===== src/rtl/daq_frame_packer.sv =====
// daq_frame_packer
//   Wraps each readout (StartReadout ... EndReadout) of the Microroc word stream into a frame:
//   HEADER_WORD, event number, stored payload, word count, [CRC], TRAILER_WORD. Frames go
//   through an internal FIFO (16 data bits + last-tag bit) and drain into the USB FIFO
//   under back-pressure.
//
// Ports
//   Clk, reset        : clock and asynchronous active-high reset
//   StartReadout      : one-cycle pulse opening a frame (ignored unless idle)
//   EndReadout        : one-cycle pulse closing a frame
//   DaqData/_en       : payload word and its valid strobe
//   UsbFifoFull       : USB FIFO almost-full (at least one word of slack)
//   UsbFifoData/_en   : registered word and one-cycle write strobe to the USB FIFO
//   DataTransmitDone  : pulses with the strobe that carries a trailer
//   Overflow          : sticky, set when any payload word has been dropped
//   EventCount        : event number of the open (or next) frame
//
// Build option
//   FRAME_CRC_EN : when defined, a CRC-16/CCITT word (poly 0x1021, init 0xFFFF, MSB first,
//                  no final XOR) over the stored payload is inserted between count and trailer.
module daq_frame_packer #(
    parameter logic [15:0] HEADER_WORD  = 16'hA5A5,
    parameter logic [15:0] TRAILER_WORD = 16'h5A5A,
    parameter int unsigned FIFO_AW      = 4
) (
    input  logic        Clk,
    input  logic        reset,
    input  logic        StartReadout,
    input  logic        EndReadout,
    input  logic [15:0] DaqData,
    input  logic        DaqData_en,
    input  logic        UsbFifoFull,
    output logic [15:0] UsbFifoData,
    output logic        UsbFifoData_en,
    output logic        DataTransmitDone,
    output logic        Overflow,
    output logic [15:0] EventCount
);

    localparam int unsigned Depth = 2 ** FIFO_AW;

    typedef enum logic [2:0] {
        StIdle,
        StHdr,
        StEvt,
        StPayload,
        StCnt,
`ifdef FRAME_CRC_EN
        StCrc,
`endif
        StTrl
    } wrState_e;

    wrState_e         state_q;
    logic [15:0]      wordCount_q;
    logic             endLatched_q;
    logic [FIFO_AW:0] wrPtr_q, rdPtr_q;
    logic [16:0]      fifoMem [Depth];

    logic        fifoEmpty, fifoFull, pop, canPush, pushReq, push;
    logic [16:0] pushData;

`ifdef FRAME_CRC_EN
    logic [15:0] crc_q;

    function automatic logic [15:0] crcStep(input logic [15:0] crcIn, input logic [15:0] data);
        logic [15:0] c;
        c = crcIn;
        for (int i = 15; i >= 0; i--) begin
            if (c[15] ^ data[i]) c = {c[14:0], 1'b0} ^ 16'h1021;
            else                 c = {c[14:0], 1'b0};
        end
        return c;
    endfunction
`endif

    // Extra pointer bit separates full from empty.
    always_comb begin
        fifoEmpty = (wrPtr_q == rdPtr_q);
        fifoFull  = (wrPtr_q[FIFO_AW] != rdPtr_q[FIFO_AW]) &&
                    (wrPtr_q[FIFO_AW-1:0] == rdPtr_q[FIFO_AW-1:0]);
        pop       = !fifoEmpty && !UsbFifoFull;
        // A pop in the same cycle frees the slot a full FIFO would otherwise refuse.
        canPush   = !fifoFull || pop;
    end

    always_comb begin
        pushReq  = 1'b0;
        pushData = 17'd0;
        unique case (state_q)
            StHdr:     begin pushReq = 1'b1;       pushData = {1'b0, HEADER_WORD};  end
            StEvt:     begin pushReq = 1'b1;       pushData = {1'b0, EventCount};   end
            StPayload: begin pushReq = DaqData_en; pushData = {1'b0, DaqData};      end
            StCnt:     begin pushReq = 1'b1;       pushData = {1'b0, wordCount_q};  end
`ifdef FRAME_CRC_EN
            StCrc:     begin pushReq = 1'b1;       pushData = {1'b0, crc_q};        end
`endif
            StTrl:     begin pushReq = 1'b1;       pushData = {1'b1, TRAILER_WORD}; end
            default:   ;
        endcase
        push = pushReq && canPush;
    end

    // Write-side FSM; control-word states simply hold until the FIFO accepts.
    always_ff @(posedge Clk or posedge reset) begin
        if (reset) begin
            state_q      <= StIdle;
            wordCount_q  <= 16'd0;
            endLatched_q <= 1'b0;
            EventCount   <= 16'd0;
            Overflow     <= 1'b0;
`ifdef FRAME_CRC_EN
            crc_q        <= 16'hFFFF;
`endif
        end else begin
            // Any valid word that is not stored is a drop.
            if (DaqData_en && !((state_q == StPayload) && canPush)) Overflow <= 1'b1;

            unique case (state_q)
                StIdle: begin
                    if (StartReadout) begin
                        state_q      <= StHdr;
                        wordCount_q  <= 16'd0;
                        endLatched_q <= 1'b0;
`ifdef FRAME_CRC_EN
                        crc_q        <= 16'hFFFF;
`endif
                    end
                end
                StHdr: begin
                    if (EndReadout) endLatched_q <= 1'b1;
                    if (canPush) state_q <= StEvt;
                end
                StEvt: begin
                    if (EndReadout) endLatched_q <= 1'b1;
                    if (canPush) state_q <= (endLatched_q || EndReadout) ? StCnt : StPayload;
                end
                StPayload: begin
                    if (push) begin
                        if (wordCount_q != 16'hFFFF) wordCount_q <= wordCount_q + 16'd1;
`ifdef FRAME_CRC_EN
                        crc_q <= crcStep(crc_q, DaqData);
`endif
                    end
                    if (EndReadout) state_q <= StCnt;
                end
                StCnt: begin
`ifdef FRAME_CRC_EN
                    if (canPush) state_q <= StCrc;
`else
                    if (canPush) state_q <= StTrl;
`endif
                end
`ifdef FRAME_CRC_EN
                StCrc: begin
                    if (canPush) state_q <= StTrl;
                end
`endif
                StTrl: begin
                    if (canPush) begin
                        state_q    <= StIdle;
                        EventCount <= EventCount + 16'd1;
                    end
                end
                default: state_q <= StIdle;
            endcase
        end
    end

    always_ff @(posedge Clk or posedge reset) begin
        if (reset) begin
            wrPtr_q <= '0;
            rdPtr_q <= '0;
        end else begin
            if (push) wrPtr_q <= wrPtr_q + (FIFO_AW + 1)'(1);
            if (pop)  rdPtr_q <= rdPtr_q + (FIFO_AW + 1)'(1);
        end
    end

    // Storage needs no reset: the pointers define what is valid.
    always_ff @(posedge Clk) begin
        if (push) fifoMem[wrPtr_q[FIFO_AW-1:0]] <= pushData;
    end

    always_ff @(posedge Clk or posedge reset) begin
        if (reset) begin
            UsbFifoData      <= 16'd0;
            UsbFifoData_en   <= 1'b0;
            DataTransmitDone <= 1'b0;
        end else begin
            UsbFifoData_en   <= pop;
            DataTransmitDone <= pop && fifoMem[rdPtr_q[FIFO_AW-1:0]][16];
            if (pop) UsbFifoData <= fifoMem[rdPtr_q[FIFO_AW-1:0]][15:0];
        end
    end

endmodule

===== config.mk =====
export PLATFORM = sky130hd
export DESIGN_NAME = daq_frame_packer
export DESIGN_NICKNAME = d
export VERILOG_FILES = /design/src/rtl/daq_frame_packer.sv
export SDC_FILE = /design/constraint.sdc
export NUM_CORES = 1
export LEC_CHECK = 0
export BUFFER_PORTS_ARGS = -buffer_cell sky130_fd_sc_hd__clkbuf_2
export CORE_MARGIN = 1.5
export CORE_UTILIZATION = 46
export CTS_BUF_LIST = sky130_fd_sc_hd__clkbuf_4
export CTS_CLUSTER_SIZE = 30
export DETAILED_ROUTE_END_ITERATION = 10
export PLACE_DENSITY = 0.64
export SLEW_MARGIN = 30
export SYNTH_ARGS = -nofsm -noshare
export SYNTH_HDL_FRONTEND = slang
export SYNTH_SLANG_ARGS = --single-unit

===== constraint.sdc =====
create_clock -name Clk -period 7.4 [get_ports Clk]
set_input_delay 0.74 -clock Clk [delete_from_list [all_inputs] [get_ports Clk]]
set_output_delay 0.74 -clock Clk [all_outputs]
set_load 0.02 [all_outputs]

==> results of run 1 <==
==> layer usage <==
layer	share of wire [%]	vias to the layer above
met5	0	-
met4	3.5	0
met3	7.0	72
met2	46	342
met1	44	4119
li1	-	3677
==> cells in the mapped netlist (all sizes together) (9+ instances only) <==
master	count	area share, %
nor2	37	0.99
a31oi	16	0.72
nand4	14	0.63
mux4	52	8.4
mux2i	27	1.9
dfrtp	65	12
and3	22	0.98
nor2b	37	1.7
nand2	33	0.89
nand3	13	0.47
mux2	19	1.5
a21oi	57	2.0
xor2	9	0.56
inv	15	0.40
xnor2	18	1.1
a2111oi	19	1.4
buf	20	0.86
edfxtp	272	58
a211oi	16	0.86
o21ai	10	0.36
clkbuf	32	0.87
==> how the worst min path moves through the flow <==
stage                                end  slack, ns  cells after the start
after floorplan               wrPtr_q[4]       0.46                      1
after detailed placement        Overflow       0.45                      1
after global placement          Overflow       0.44                      1
final                     UsbFifoData_en       0.21                      3
after CTS                       Overflow       0.27                      2
after global routing      UsbFifoData_en       0.20                      3
==> placed cells by master, fill, tap and decap left out, types with 10 or more instances in the layout <==
cell       instances
edfxtp_1         272
clkbuf_4         139
dfrtp_1           62
a21oi_1           56
clkbuf_2          56
mux4_2            52
nor2b_1           37
nor2_1            36
nand2_1           33
mux2i_1           27
and3_1            22
mux2_2            19
xnor2_1           18
buf_4             18
a2111oi_0         17
a211oi_1          16
a31oi_1           16
nand4_1           14
inv_1             14
nand3_1           13
clkinv_1          10
==> flip-flops by register name, summed over array words and instances (netlist names) <==
name / cells
wordCount_q: 16
UsbFifoData: 16
rdPtr_q: 5
UsbFifoData_en: 1
Overflow: 1
EventCount: 16
DataTransmitDone: 1
endLatched_q: 1
wrPtr_q: 5
state_q: 3
fifoMem: 272
==> stage by stage <==
step / cell area [sq um] / total power, mW / util [%] / instances
after global routing: 15900 / 7.06 / 53.4 / 1432
after detailed placement: 14700 / 5.14 / 49.4 / 1274
after CTS: 15900 / 6.76 / 53.3 / 1430
final: 15900 / 6.72 / 53.4 / 1432
after global placement: 14700 / 5.09 / 49.4 / 1274
after floorplan: 14000 / 4.32 / - / 861
==> critical path, delay by kind of cell, from the launching register on <==
kind | cells | cell delay, ns
buf+inv | 1 | 0.27
flops | 1 | 0.98
xor+xnor | 1 | 0.30
simple gates | 2 | 0.95
compound gates | 1 | 0.26
==> cells by family after synthesis <==
family,after synthesis
DFF,337
xor gates and xnor gates,27
and+or+nand+nor,177
adders and majority gates,7
muxes,98
buffers and inverters,67
AOI/OAI and AO/OA,148
==> report_power, final <==
| group | internal, mW | total [mW] | switching (mW) |
|---|---|---|---|
| clock network | 0.883 | 1.62 | 0.733 |
| logic | 0.826 | 2.22 | 1.40 |
| registers | 2.62 | 2.88 | 0.257 |
| total | 4.33 | 6.72 | 2.39 |
==> layout make-up <==
type | count | area, sq um | share of cell area (%)
flip-flops and latches | 337 | 9800 | 61.6
diodes | 1 | 2.50 | 0.0157
repair buffers | 76 | 454 | 2.85
inverters | 15 | 57.6 | 0.362
well taps | 390 | 488 | 3.07
clock buffers | 139 | 1040 | 6.56
multi-input cells | 457 | 3960 | 24.9
clock inverters | 17 | 100 | 0.629
==> metrics.txt, run 1 <==
fin crit share 43.0%; post-CTS sizing 0; worst setup path class flop to flop; Compound-Gate Fraction of Synth Area 7.05%; FF-to-FF path depth 5; Die W 177 microns; io pins 57; DR vias/cell 5.73; die area 0.0315 sq mm; hold buffers post-CTS 0; IO Port Bufs 56; synthesized net count 890; Yosys warning total 0; largest family of logic cells by synthesized area multiplexers; Max Cap Viol 0; WL per Instance 22.7 microns; overflow left after global routing 0; Critical-path top delay cell dfrtp_4; initial antenna violation count 1; unrepaired setup endpoints after global routing no; skew final 0.0491 ns; CP endpoint fifoMem[9][8]; Worst VDD drop 172 uV; Worst Tran Pin Value 1.06 ns; worst path required time 7.70 ns; largest net degree at the start of global routing 66; most crowded layer after global routing met2; CP max stage delay 0.98 ns; H-tree depth 3; Worst Path Arrival 3.48 ns; CTS max path bufs 3; post-synthesis cell count 861; M1 GR Usage 30.2%; final worst path period need 3.18 ns; CTS sink count 337; Power Density 423 mW/mm^2; mux cell area share after synthesis 11.8%; Crit. Startpoint rdPtr_q[2]; worst-skew pair later-pin latency 0.70 ns; Synth Area in Simple Gates 6.65%; fin nets 1003; Syn-to-layout area delta 13.7%; TritonCTS buffer count 87; Initial Util 46.9%; Netlist Area Pre-Place 0.0140 sq mm; drt first pass iters 5; WL final 32600 microns; Adder-Cell Fraction of Synth Area 0.626%; DRT antenna net count 0; Finish-stage setup viols 0; RR Startpoint rdPtr_q[2]; Filler cells 2470; layout cells sized above 1 30.1%; CTS tree yes; setup TNS 0 ns; Post-Syn Area per Cell 16.2 sq um; register area share after synthesis 70.0%; Max FO, Critical Path 57; global-route wire length before repair 49400 microns; Hold Path Class primary input to async pin; leakage power 5.67 nW; status complete, no violations; startpoint types flop; Slew Viols, Final 0; clock-pin transition on the worst setup and hold timing paths 0.07 ns; CP endpoint kind flop; ys flop type edfxtp_1; Post-DP HPWL 19900 microns; number of library cell types mapped by synthesis 52; num rows 63; M2 GR Usage 32.4%; Final Hold Viols 0; via count 8210; FF+latch count, synth 337; R2R setup slack 4.22 ns; setup ws final 4.22 ns; Setup Buffers After CTS 0; routability cong. 0.818; Hold Slack 0.208 ns; initial drt markers 706; XOR/XNOR Fraction of Synth Area 1.69%; Post-route DRC 0; Fmax achieved 0.314 GHz; critical path cell sequence xor2_1, nor4_4, a221oi_2, buf_4, and3_1; Place WS 4.19 ns; Root Buffer clkbuf_4; r2r endpoint fifoMem[9][8]; DIE HEIGHT 177 microns; vias in the first global route 8190; async set-reset flop share out of synthesis 19.3%; met3 Usage GRT 5.06%; Post-synth EDFFs 272; Slew headroom 29.7%; Global Route Usage Sum 21.5%; core area 0.0298 sq mm
No activity file was read; power rests on OpenSTA's default activity.
==> run 2: changes to the inputs <==
Settings changed: ABC_AREA from default to 1.
Clock period 7.4 ns to 3.3 ns, I/O delays scaled along.
==> metrics.txt, run 2 <==
Post-route DRC 0 (unchanged); drt first pass iters 5 (unchanged); Hold Slack 0.0878 ns (-0.120 ns); WP buf/inv 3 (+2); post-synth top area cell edfxtp_1; fin crit share 79.5% (+36 points); Slew headroom 34.8% (+5.1 points); post-CTS sizing 0 (unchanged); TritonCTS buffer count 88 (+1.1%); global-route wire length before repair 57400 microns (+16%); io pins 57 (unchanged); unrepaired setup endpoints after global routing no; Crit path max-delay family simple AND/OR/NAND/NOR gates; commonest non-fill, non-tap cell in the layout nor2_1; Largest register FFs 272 (unchanged); Finish-stage setup viols 0 (unchanged); Global Route Usage Sum 22.7% (+1.2 points); clock-pin transition on the worst setup and hold timing paths 0.07 ns (about the same); skew final 0.0443 ns (-0.00485 ns); worst setup path class flop to flop; CTS max path bufs 3 (unchanged); DR vias/cell 5.42 (-5.5%); via count 10700 (+30%); CP endpoint kind flop; initial antenna violation count 1 (unchanged); hold buffers post-CTS 2 (+2); WL per Instance 18.7 microns (-18%); Area contributors post-synth edfxtp_1 (56%), dfrtp_1 (11%), nor2_1 (8.1%); critical path cell sequence inv_1, nor2_1, nand2_2, nand2_1, nor2_1, nand2_1, nand2_2, clkinv_1, nand2_1, nor2_2, buf_12; Worst Tran Pin Value 0.977 ns (-0.0782 ns); Power Density 927 mW/mm^2 (+120%); async set-reset flop share out of synthesis 19.3% (unchanged); worst-skew pair later-pin latency 0.72 ns (+0.02 ns); status complete, no violations; worst path required time 3.70 ns (-4.00 ns); Post-DP HPWL 23600 microns (+19%); DIE HEIGHT 181 microns (+1.9%); IO Port Bufs 56 (unchanged); Critical-path top delay cell dfrtp_1; Final Non-Filler Cells 1970 (+38%); synthesized net count 1404 (+58%); Max Cap Viol 0 (unchanged); CTS tree yes; initial drt markers 866 (+23%); Worst VDD drop 414 uV (+140%); Setup Buffers After CTS 0 (unchanged); num rows 64 (+1.6%); leakage power 6.24 nW (+10%); number of library cell types mapped by synthesis 37 (-29%); Place WS 0.731 ns (-3.45 ns); Fmax achieved 0.381 GHz (+21%); overflow left after global routing 0 (unchanged); vias in the first global route 10400 (+28%); Crit path top cell by count nand2_1; final worst path period need 2.62 ns (-0.559 ns); Post-synth EDFFs 272 (unchanged); post-synthesis cell count 1375 (+60%); Hold Path Class primary input to flop; setup TNS 0 ns (unchanged); commonest non-fill, non-tap cells in the layout nor2_1 (296), edfxtp_1 (272), nand2_1 (233); top-count cell post-synth nor2_1; ys flop type edfxtp_1; core area 0.0308 sq mm (+3.5%); die area 0.0327 sq mm (+3.8%); top cell type's share of synthesized area 56.2% (-2.2 points); Final Hold Viols 0 (unchanged); Yosys warning total 0 (unchanged); startpoint types flop; Worst Path Arrival 3.02 ns (-0.46 ns); routability cong. 0.910 (+11%); CP max stage delay 0.55 ns (-0.43 ns); register area share after synthesis 67.4% (-2.6 points); fin nets 1532 (+53%); Die W 181 microns (+1.9%); CTS sink count 337 (unchanged); layout cells sized above 1 17.3% (-13 points); commonest cells in the netlist nor2_1 (313), edfxtp_1 (272), nand2_1 (233); largest net degree at the start of global routing 99 (+50%); Slew Viols, Final 0 (unchanged); # placed instances 1807 (+42%); DRT antenna net count 0 (unchanged); H-tree depth 3 (unchanged); Root Buffer clkbuf_4; Netlist Area Pre-Place 0.0145 sq mm (+3.9%); FF+latch count, synth 337 (unchanged); Initial Util 47.1% (+0.18 points); Syn-to-layout area delta 14.1%; WL final 36900 microns (+13%); setup ws final 0.676 ns (-3.54 ns); Max FO, Critical Path 13 (-77%); Post-Syn Area per Cell 10.6 sq um (-35%)
## run 2: changes by cell type after synthesis, sizes merged, moves of 22 or more
cell | previous run | this run
a21oi | 57 | 25
nand2 | 33 | 238
nor2 | 37 | 314
and3 | 22 | 0
o211ai | 2 | 44
o21ai | 10 | 175
nor2b | 37 | 0
nand3 | 13 | 64
mux2i | 27 | 0
mux4 | 52 | 0
inv | 15 | 47
## run 2: power by group
| part | internal, mW | total [mW] | switching [mW] | leakage (nW) |
|---|---|---|---|---|
| sequential | 5.89 | 6.27 | 0.376 | 3.32 |
| combinational | 1.55 | 5.65 | 4.10 | 2.27 |
| clock | 1.75 | 3.44 | 1.70 | 0.649 |
## run 2: per-layer routing
metal | vias up | share of wire, % | track usage [%]
li1 | 5059 | - | -
met5 | - | 0 | 0
met4 | 0 | 2.5 | 8.44
met2 | 346 | 49 | 37.9
met3 | 71 | 6.3 | 4.70
met1 | 5199 | 42 | 29.5
## run 2: cell type report
cell class	instances	area (sq um)
inverter	50	189
tap	396	495
clock inverter	36	150
antenna	1	2.50
clock buffer	124	931
multi-input combinational	920	4290
sequential	337	9800
timing repair buffer	106	714
fill	2720	14300
## run 2: through the flow
stage          total power, mW  utilization, %  instance area [sq um]
2_1_floorplan             9.87               -                  14500
3_3_place_gp              11.9            50.2                  15500
3_5_place_dp              12.0            50.2                  15500
4_1_cts                   15.5            53.7                  16600
5_1_grt                   16.3            53.8                  16600
6_report                  15.4            53.8                  16600
## run 2: kinds of logic after synthesis
logic type	synth area share, %
DFF	67.4
xor gates and xnor gates	1.27
and+or+nand+nor	17.3
buffers and inverters	3.33
adders and majority gates	0.603
AOI/OAI and AO/OA	10.1
## run 2: final timing paths
path | start | to | slack (ns) | depth (start not counted)
worst min-delay path | EndReadout | endLatched_q | 0.09 | 3
worst max register to register | state_q[0] | fifoMem[1][12] | 0.68 | 11
max in group asynchronous | reset | EventCount[7] | 2.20 | 4
min in group asynchronous | reset | rdPtr_q[4] | 0.27 | 3
worst max-delay path | state_q[0] | fifoMem[1][12] | 0.68 | 11
worst min register to register | Overflow | Overflow | 0.47 | 1
## run 2: worst register-to-register path, delay by kind of cell (launching register included)
family / cells / cell delay, ns
and+or+nand+nor: 8 / 1.25
DFF: 1 / 0.55
buffers and inverters: 3 / 0.51
